<file path="src/rtl/encoder_pkg.sv">
// encoder_pkg
//   Shared widths and types for the registered one-hot to binary encoder.
//   ENC_IN_W  : default request vector width (power of two, >= 2)
//   ENC_OUT_W : matching binary index width, $clog2(ENC_IN_W)
package encoder_pkg;

  localparam int unsigned ENC_IN_W  = 8;
  localparam int unsigned ENC_OUT_W = $clog2(ENC_IN_W);

  typedef logic [ENC_IN_W-1:0]  enc_onehot_t;
  typedef logic [ENC_OUT_W-1:0] enc_idx_t;

endpackage : encoder_pkg

</file>
<file path="src/rtl/encoder_core.sv">
// encoder_core
//   Combinational MSB-priority encoder with status flags.
//   Ports:
//     in    [IN_W-1:0]  request vector (nominally one-hot)
//     idx   [OUT_W-1:0] index of the highest set bit, 0 when in == 0
//     any               at least one bit of in is set
//     multi             two or more bits of in are set
module encoder_core
  import encoder_pkg::*;
#(
  parameter int unsigned IN_W  = ENC_IN_W,
  parameter int unsigned OUT_W = $clog2(IN_W)
) (
  input  logic [IN_W-1:0]  in,
  output logic [OUT_W-1:0] idx,
  output logic             any,
  output logic             multi
);

  // Ascending scan: the last set bit seen is the highest, so it wins.
  always_comb begin
    idx = '0;
    for (int unsigned i = 0; i < IN_W; i++) begin
      if (in[i]) begin
        idx = OUT_W'(i);
      end
    end
  end

  assign any = |in;

  // A set bit with another set bit below it means the vector is not one-hot.
  always_comb begin
    logic seen;
    seen  = 1'b0;
    multi = 1'b0;
    for (int unsigned i = 0; i < IN_W; i++) begin
      multi = multi | (seen & in[i]);
      seen  = seen | in[i];
    end
  end

endmodule : encoder_core

</file>
<file path="src/rtl/encoder.sv">
// encoder
//   Registered 8-to-3 (generic IN_W) priority encoder. Result of the input
//   sampled at a rising edge is presented after that edge; all outputs update
//   together. Asynchronous active-low reset clears all outputs immediately.
//   Ports:
//     clk            rising-edge clock
//     rst_n          asynchronous reset, active low
//     in    [IN_W-1:0]  request vector, sampled every cycle
//     out   [OUT_W-1:0] registered index of the highest set bit
//     valid          registered: sampled in had any bit set
//     multi          registered: sampled in had two or more bits set
module encoder
  import encoder_pkg::*;
#(
  parameter int unsigned IN_W  = ENC_IN_W,
  parameter int unsigned OUT_W = $clog2(IN_W)
) (
  input  logic             clk,
  input  logic             rst_n,
  input  logic [IN_W-1:0]  in,
  output logic [OUT_W-1:0] out,
  output logic             valid,
  output logic             multi
);

  logic [OUT_W-1:0] out_d,   out_q;
  logic             valid_d, valid_q;
  logic             multi_d, multi_q;

  encoder_core #(
    .IN_W  (IN_W),
    .OUT_W (OUT_W)
  ) u_core (
    .in    (in),
    .idx   (out_d),
    .any   (valid_d),
    .multi (multi_d)
  );

  always_ff @(posedge clk or negedge rst_n) begin
    if (!rst_n) begin
      out_q   <= '0;
      valid_q <= 1'b0;
      multi_q <= 1'b0;
    end else begin
      out_q   <= out_d;
      valid_q <= valid_d;
      multi_q <= multi_d;
    end
  end

  assign out   = out_q;
  assign valid = valid_q;
  assign multi = multi_q;

endmodule : encoder

</file>
<file path="config.mk">
export PLATFORM = sky130hd
export DESIGN_NAME = encoder
export DESIGN_NICKNAME = d
export VERILOG_FILES = /design/src/rtl/encoder_pkg.sv /design/src/rtl/encoder_core.sv /design/src/rtl/encoder.sv
export SDC_FILE = /design/constraint.sdc
export NUM_CORES = 1
export LEC_CHECK = 0
export ABC_AREA = 1
export ABC_CLOCK_PERIOD_IN_PS = 1000
export CAP_MARGIN = 20
export CORE_AREA = 3 3 40 42
export DETAILED_ROUTE_END_ITERATION = 10
export DIE_AREA = 0 0 43 45
export PLACE_DENSITY = 0.45
export SETUP_SLACK_MARGIN = 0.02
export SLEW_MARGIN = 10
export SYNTH_ARGS = -nofsm -noshare
export SYNTH_HDL_FRONTEND = slang
export SYNTH_HIERARCHICAL = 1
export SYNTH_SLANG_ARGS = --single-unit
</file>
<file path="constraint.sdc">
create_clock -name clk -period 1 [get_ports clk]
set_clock_uncertainty 0.15 [all_clocks]
set_input_delay 0.2 -clock clk [delete_from_list [all_inputs] [get_ports clk]]
set_output_delay 0.2 -clock clk [all_outputs]
set_load 0.02 [all_outputs]
</file>
; Yosys cells after proc, flatten, opt, wreduce, memory -nomap -nowiden
; Index checks and enable logic that the tools add are counted.
[word_totals]
latchBits = 0
wordCells = 30
mem_bits_rw = 0
regBits = 5
out_inout_bits = 5
in_bits = 10
rom_bits = 0
memories = 0
[classes]
bitwise = 19
shifts = 0
eq_ne = 0
n_lt_le_gt_ge = 0
reduce_logical = 1
n_mul = 0
div = 0
addsub = 0
mux = 7
[op_table]
columns = cell, n
row1 = $mux 3, 6
row2 = $or 1x1->1, 12
row3 = $reduce_or 8->1, 1
row4 = $and 1x1->1, 7
row5 = $mux 1, 1

; Logic depth before layout (Yosys ltp)
[depth]
depth_word = 8
ltp_mapped = 7
mapped_depth_nobuf = 7

; Hierarchy
; Netlist, hierarchy kept.
[modules_own_cells]
columns = mod, cells_each, seq_area_each_um2, n_inst, area_each_um2
row1 = encoder_core, 37, 0.0, 1, 152.6
row2 = encoder, 5, 125.1, 1, 125.1

; Worst setup path before layout
; OpenSTA, ideal clock, no wires.
[synth_timing]
kind = input to register
startpoint = input in[2]
endpoint = register multi_q, in the netlist multi
path_slack_ns = 0.212
arrival_ns = 0.512
path_buffers = 0
setup_time_ns = 0.126
stages = 4
t_required_ns = 0.724
path_cell_list = inv_2 -> nand2_2 -> o21ai_0 -> nand3_1
[synth_between]
elab_chain_cells = 7
elab_cells_between_ends = 17
cone_classes = 17 x bitwise
[synth_rtl]
columns = item, line_no
row1 = "start, declared", encoder.sv:20  ; input logic [IN_W-1:0] in,
row2 = $and 1x1->1 or $or 1x1->1 (tied branches), "encoder_core.sv:38, encoder_core.sv:39"
row3 = "$or 1x1->1, or another cell as far along (4 in series)", encoder_core.sv:38  ; multi = multi | (seen & in[i]);
row4 = $or 1x1->1 or $and 1x1->1 (tied branches), encoder_core.sv:38
row5 = $or 1x1->1 *, encoder_core.sv:38
row6 = via multi_d, encoder.sv:28  ; logic multi_d, multi_q;
row7 = "end signal, assigned", encoder.sv:48  ; multi_q <= multi_d;
row8 = "end, declared", encoder.sv:28
; Mark *: on every way through the listed nets, which the timed path passes. The rest lies on a longest branch.

; Final worst setup path
[layout_timing]
startpoint = register out_q[2], in the netlist out[2]
endpoint = output out[2]
[layout_rtl]
columns = item, line_no
row1 = "start, declared", encoder.sv:26  ; logic [OUT_W-1:0] out_d, out_q;
row2 = "start signal, assigned", encoder.sv:46  ; out_q <= out_d;
row3 = "end, declared", encoder.sv:21  ; output logic [OUT_W-1:0] out,
; No word-level cell between the ends.

==> metrics.txt <==
CTS clk-pin slew, worst paths 40 ps; slowest stage delay, CP 370 ps; Synth warnings 6; Clock power frac 40.6%; crit end category primary output; Compound-Gate Fraction of Synth Area 3.60%; Sw Share 24.2%; total core area 1280 um^2; Final min period 1080 ps; Post-DP HPWL 544 um; top post-synthesis cells by area dfrtp_1 (45%), nand2_1 (23%), inv_1 (8.1%); Seq pwr share 39.0%; GR Util All Layers 7.86%; htree depth 1; vias in the first global route 283; global-route wire length before repair 1080 um; Setup Viol. Count Final 5; worst slew pin tran 212 ps; nets 73; Mapped Area 278 um^2; Die W 43 um; peak supply drop 0.307 mV; RD Place Congestion 0.807; clk buf depth 2; Cells after DPL 73; post-synth top area cell dfrtp_1; Post-Layout Cell Count 77; fraction of layout cells with a size suffix above 1 25.8%; Final Hold Vio Count 0; failing checks setup timing; Fin Hold WS 30.5 ps; Wirelength per Cell 7.74 um; largest family of logic cells by synthesized area simple AND/OR/NAND/NOR gates; Initial Util 21.6%; fin util 37.3%; Mapped Avg Cell Area 6.61 um^2; Syn Nets 52; WP buf/inv 1; DR pass1 iterations 2; Pint 413 uW; antenna-violating nets left 0; largest net degree at the start of global routing 6; CP Cell Sequence buf_6; CTS tree built; Layout area overhead 72.5%; Num CTS Buffers 3; I/O Pins 15; Max Clk Rate 928 MHz; most frequent cells in the layout nand2_1 (17), dlygate4sd2_1 (8), inv_1 (6), dfrtp_1 (5), buf_6 (5); Max-cap violations 0; Die ar. 1940 um^2; Die Y 45 um; CP startpoint kind flop; post-synthesis mux area share 0%; Slew Limit Fails 0; Residual DRC 0; Routed WL 596 um; Yosys top cell area share 45.0%; # port buffers 14; DR iter-0 viols 1; total number of vias 300; switching pwr 132 uW; Via density 3.90; initial antenna violation count 0; worst endpoint data arrival time 730 ps; flops & latches, synth 5; total clock sinks 5; most common cell after layout, fill and taps aside nand2_1; crit path kind flop to primary output; Post-Syn Instances 42; synthesized-area fraction occupied by adder cells 0%; status complete, but fails checks; final worst setup slack -77.9 ps; GRT Residual Overflow 0; RSZ-0062 raised after global routing true; Comb power frac 20.4%; Worst Setup SP out[2]; n_diodes 0; XOR/XNOR share of the synthesized area 0%; Critical Path RT 650 ps; Yosys cell types 11; cell area power density 1140 nW/um^2; Seq/Total Area, Yosys 45.0%; Setup WS pre-CTS -353 ps; period utilization 108%; Crit Path Max Fanout 1; Tot Pwr 545 uW; P_leak 0.249 nW; Post-Synth Simple-Gate Area 40.5%; worst min-delay path category input port to asynchronous set/reset pin; # rows 13; slowest CP cell dfrtp_1; Slew headroom 85.8%; post-cts hold buffer count 0; CTS root buf clkbuf_4; Post-CTS Setup Repair Bufs 0; delay-heaviest family, CP flip-flops
-- path summary, 6_finish.rpt --
| kind | slack (ps) | cells past startpoint | to |
|---|---|---|---|
| max | -80 | 1 | out[2] |
| min | 30 | 1 | out[2] |
| max in group asynchronous | 490 | 1 | valid |
| min in group clk | 200 | 3 | out[2] |
-- routing by layer --
metal  vias to the layer above  track usage (%)  wire length [um]
li1                        165                -                 -
met1                       123             8.78               229
met2                        12             12.0               296
met3                         0             2.39                69
met4                         0             7.23                 0
met5                         -                0                 0
-- synth_stat cells --
| cell type | instances |
|---|---|
| o21ai_0 | 1 |
| nand2_2 | 1 |
| nor2_1 | 4 |
| inv_1 | 6 |
| nand4_1 | 1 |
| nand3_1 | 3 |
| dfrtp_1 | 5 |
| inv_2 | 2 |
| nand2_1 | 17 |
| nor2_2 | 1 |
| o21ai_1 | 1 |
-- metrics by stage --
step | instance area (um^2) | TNS (ps)
after detailed placement | 452 | -2810
after floorplan | 278 | 0
after CTS | 477 | -457
final | 479 | -375
after global placement | 452 | -2800
after global routing | 479 | -553
-- layout make-up --
type	instances	area (um^2)
fill	155	806
timing repair buffer	16	151
multi-input combinational	29	128
sequential	5	125
inverter	8	30.0
clock buffer	4	26.3
tap	15	18.8
-- logic make-up after synthesis --
kind of cell / after synthesis
buf+inv: 8
compound gates: 2
flops: 5
simple gates: 27
-- registers in the layout, indices dropped and copies added, names as in the netlist --
name   flops
out        3
valid      1
multi      1
-- repair_timing --
item	in CTS	in global routing
gates resized for setup	39	1
endpoints found under the setup margin	10	6
hold endpoints to repair	0	0
pin swaps	1	0
-- power by group through the flow --
stage	sequential, mW	clock, mW	combinational, mW
after floorplan	0.223	0	0.0382
after global placement	0.214	0	0.121
after detailed placement	0.214	0	0.121
after CTS	0.212	0.238	0.112
after global routing	0.213	0.253	0.127
final	0.212	0.221	0.111
Power figures use the tool's default switching activity.
==> edit, RTL diff (same flow settings) <==
The output `valid` loses its register stage (`valid_q` becomes a continuous assignment).
--- a/src/rtl/encoder.sv
+++ b/src/rtl/encoder.sv
@@ -40,14 +40,14 @@
   always_ff @(posedge clk or negedge rst_n) begin
     if (!rst_n) begin
       out_q   <= '0;
-      valid_q <= 1'b0;
       multi_q <= 1'b0;
     end else begin
       out_q   <= out_d;
-      valid_q <= valid_d;
       multi_q <= multi_d;
     end
   end
+
+  assign valid_q = valid_d;
 
   assign out   = out_q;
   assign valid = valid_q;
Function: changed (Yosys sat finds a counterexample within 4 cycles, from zero or initial values and one cycle with rst_n low).
==> edit against the original RTL <==
- cell area is 32% higher
- routed wire length grew 32%
- critical path type unchanged
- the run still ends with negative setup slack left
- sequential power shrank 19%
- sequential cell count is 1 lower
- count of clock-buffer cells in the layout shrank 1
- area after synthesis is 9.0% lower
- core utilization increased by 12 points
- total power increased by 2.7%
- critical endpoint is now out[1]
- global-route usage is 1.9 points higher
- highest routed layer unchanged
- largest power group is now combinational cells
- setup slack improved by 0.011 ns
==> edit: results (changes against the original RTL) <==
Outcome
Status: complete, but fails checks (unchanged). Violated checks: negative setup slack (unchanged).

Logic synthesis
The count of different cell masters after synthesis is 11 (unchanged). The fraction of synthesis flops using an asynchronous set or reset pin came to 100% (unchanged). Main area contributors after synthesis: dfrtp_1 40%, nand2_1 25%, inv_1 8.9% (was dfrtp_1 45%, nand2_1 23%, inv_1 8.1%).

The sequential-to-total area share from yosys stat is 39.6% (was 45.0%). The cell with the most instances after synthesis is nand2_1 (unchanged). The post-synth net total is 51 (was 52). The warning count from the yosys run is 6 (unchanged).

The predominant post-synthesis flop cell is dfrtp_1 (unchanged). Most numerous cell types in the synthesized netlist: 17 x nand2_1, 6 x inv_1, 4 x dfrtp_1, 4 x nor2_1, 3 x nand3_1 (was 17 x nand2_1, 6 x inv_1, 5 x dfrtp_1).

Global route
The wire length of the first global-routing pass came to 1320 um (was 1080 um). The global-route usage over all layers came to 9.77% (was 7.86%). The largest net degree at the start of global routing was 5 (was 6). The via count of the first global-routing pass was 382 (was 283).

The number of antenna violations at the first check in global routing was 0 (unchanged).

Placement
The placed wire-length estimate after detailed placement is 552 um (was 544 um). The global placement routability congestion is 0.721 (was 0.807). The pre-CTS setup slack is -0.821 ns (was -0.353 ns).

The number of input and output port buffers inserted is 14 (unchanged).

Setup path
The dominant delay contributor by cell family on the critical path was flip-flops (unchanged). The critical-path cell with the highest stage delay was dfrtp_1 (unchanged). The data arrival time at the worst-slack endpoint is 0.72 ns.

The worst-path maximum fanout came to 1 (unchanged). The largest stage delay on the critical path is 0.36 ns.

STA
The worst hold-check slack is 0.0198 ns (was 0.0305 ns). The sum of negative setup slack was -0.289 ns (was -0.375 ns). The actual transition at the worst max-transition pin is 0.203 ns (was 0.212 ns). The worst setup margin was -0.0673 ns (was -0.0779 ns). The final setup violation count is 5 (unchanged).

Clocking
The total number of clock tree sinks is 4 (was 5). The number of levels in the clock H-tree was 1 (unchanged). The total CTS buffers is 3 (unchanged). The CTS clock-pin slew for the worst setup and hold paths is 0.04 ns (about the same). The cell chosen for the clock root is clkbuf_4 (unchanged). The number of buffers between clock root and the deepest sink is 2 (unchanged).

Drt
The number of optimization iterations in the first detailed-route pass is 1 (was 2). The via density per instance is 3.95 (was 3.90). The number of DRC violations after detailed-routing iteration 0 was 0 (was 1).

The final routed wirelength across all metal layers is 787 um (was 596 um).

Hold path
The worst hold path class is in2async (unchanged).

Finish
The antenna diode count is 0 (unchanged). The flip-flop count of the largest register after layout was 3 (unchanged). The number of nets in the layout is 88 (was 73). The fraction of final layout cells sized beyond drive strength 1 is 57.9% (was 25.8%).

Power
The maximum vdd drop is 0.280 mV (was 0.307 mV). The total leakage power is 0.331 nW (was 0.249 nW).
edit: what timing repair did:
item	in CTS	in global routing
pin swaps	6	5
endpoints found under the setup margin	9	6
resized for setup	77	5
buffers inserted	8	0
edit: stage by stage:
step                instance area [um2]  cells  utilization (%)
floorplan                           253     41                -
global placement                    502     82             39.0
detailed placement                  502     82             39.0
CTS                                 629     93             49.0
global route                        633     91             49.3
finish                              633     91             49.3
edit: metal layers:
metal,routed length [um],up-vias,share of wire (%),GRT usage (%)
li1,-,192,-,-
met1,233,156,30,7.06
met2,503,11,64,19.5
met3,50,0,6.4,0.797
met4,0,0,0,12.7
met5,0,-,0,0
edit: area by class of cell:
type	instances	area, um2
Sequential cell	4	100
Fill cell	123	652
Inverter	8	30.0
Clock buffer	3	22.5
Timing Repair Buffer	32	299
Tap cell	15	18.8
Multi-Input combinational cell	29	163
edit: cell families (layout without fill, tap and decap cells):
group,Yosys count,count (layout),share of synthesized area (%)
AND/OR/NAND/NOR,27,27,44.6
buffers and inverters,8,43,11.9
flip-flops,4,4,39.6
AO/OA/AOI/OAI,2,2,3.96
edit: worst max-delay path by stage:
stage               depth (start not counted)  endpoint   start
detailed placement                          4     valid   in[5]
finish                                      1    out[1]  out[1]
global placement                            4     valid   in[5]
global route                                1    out[2]  out[2]
floorplan                                   2     valid   in[5]
CTS                                         1    out[1]  out[1]
edit: report_power, final:
| group | switching [mW] | internal [mW] |
|---|---|---|
| Clock | 0.0593 | 0.134 |
| Combinational | 0.0788 | 0.116 |
| Sequential | 0.00253 | 0.169 |
| Total | 0.141 | 0.419 |
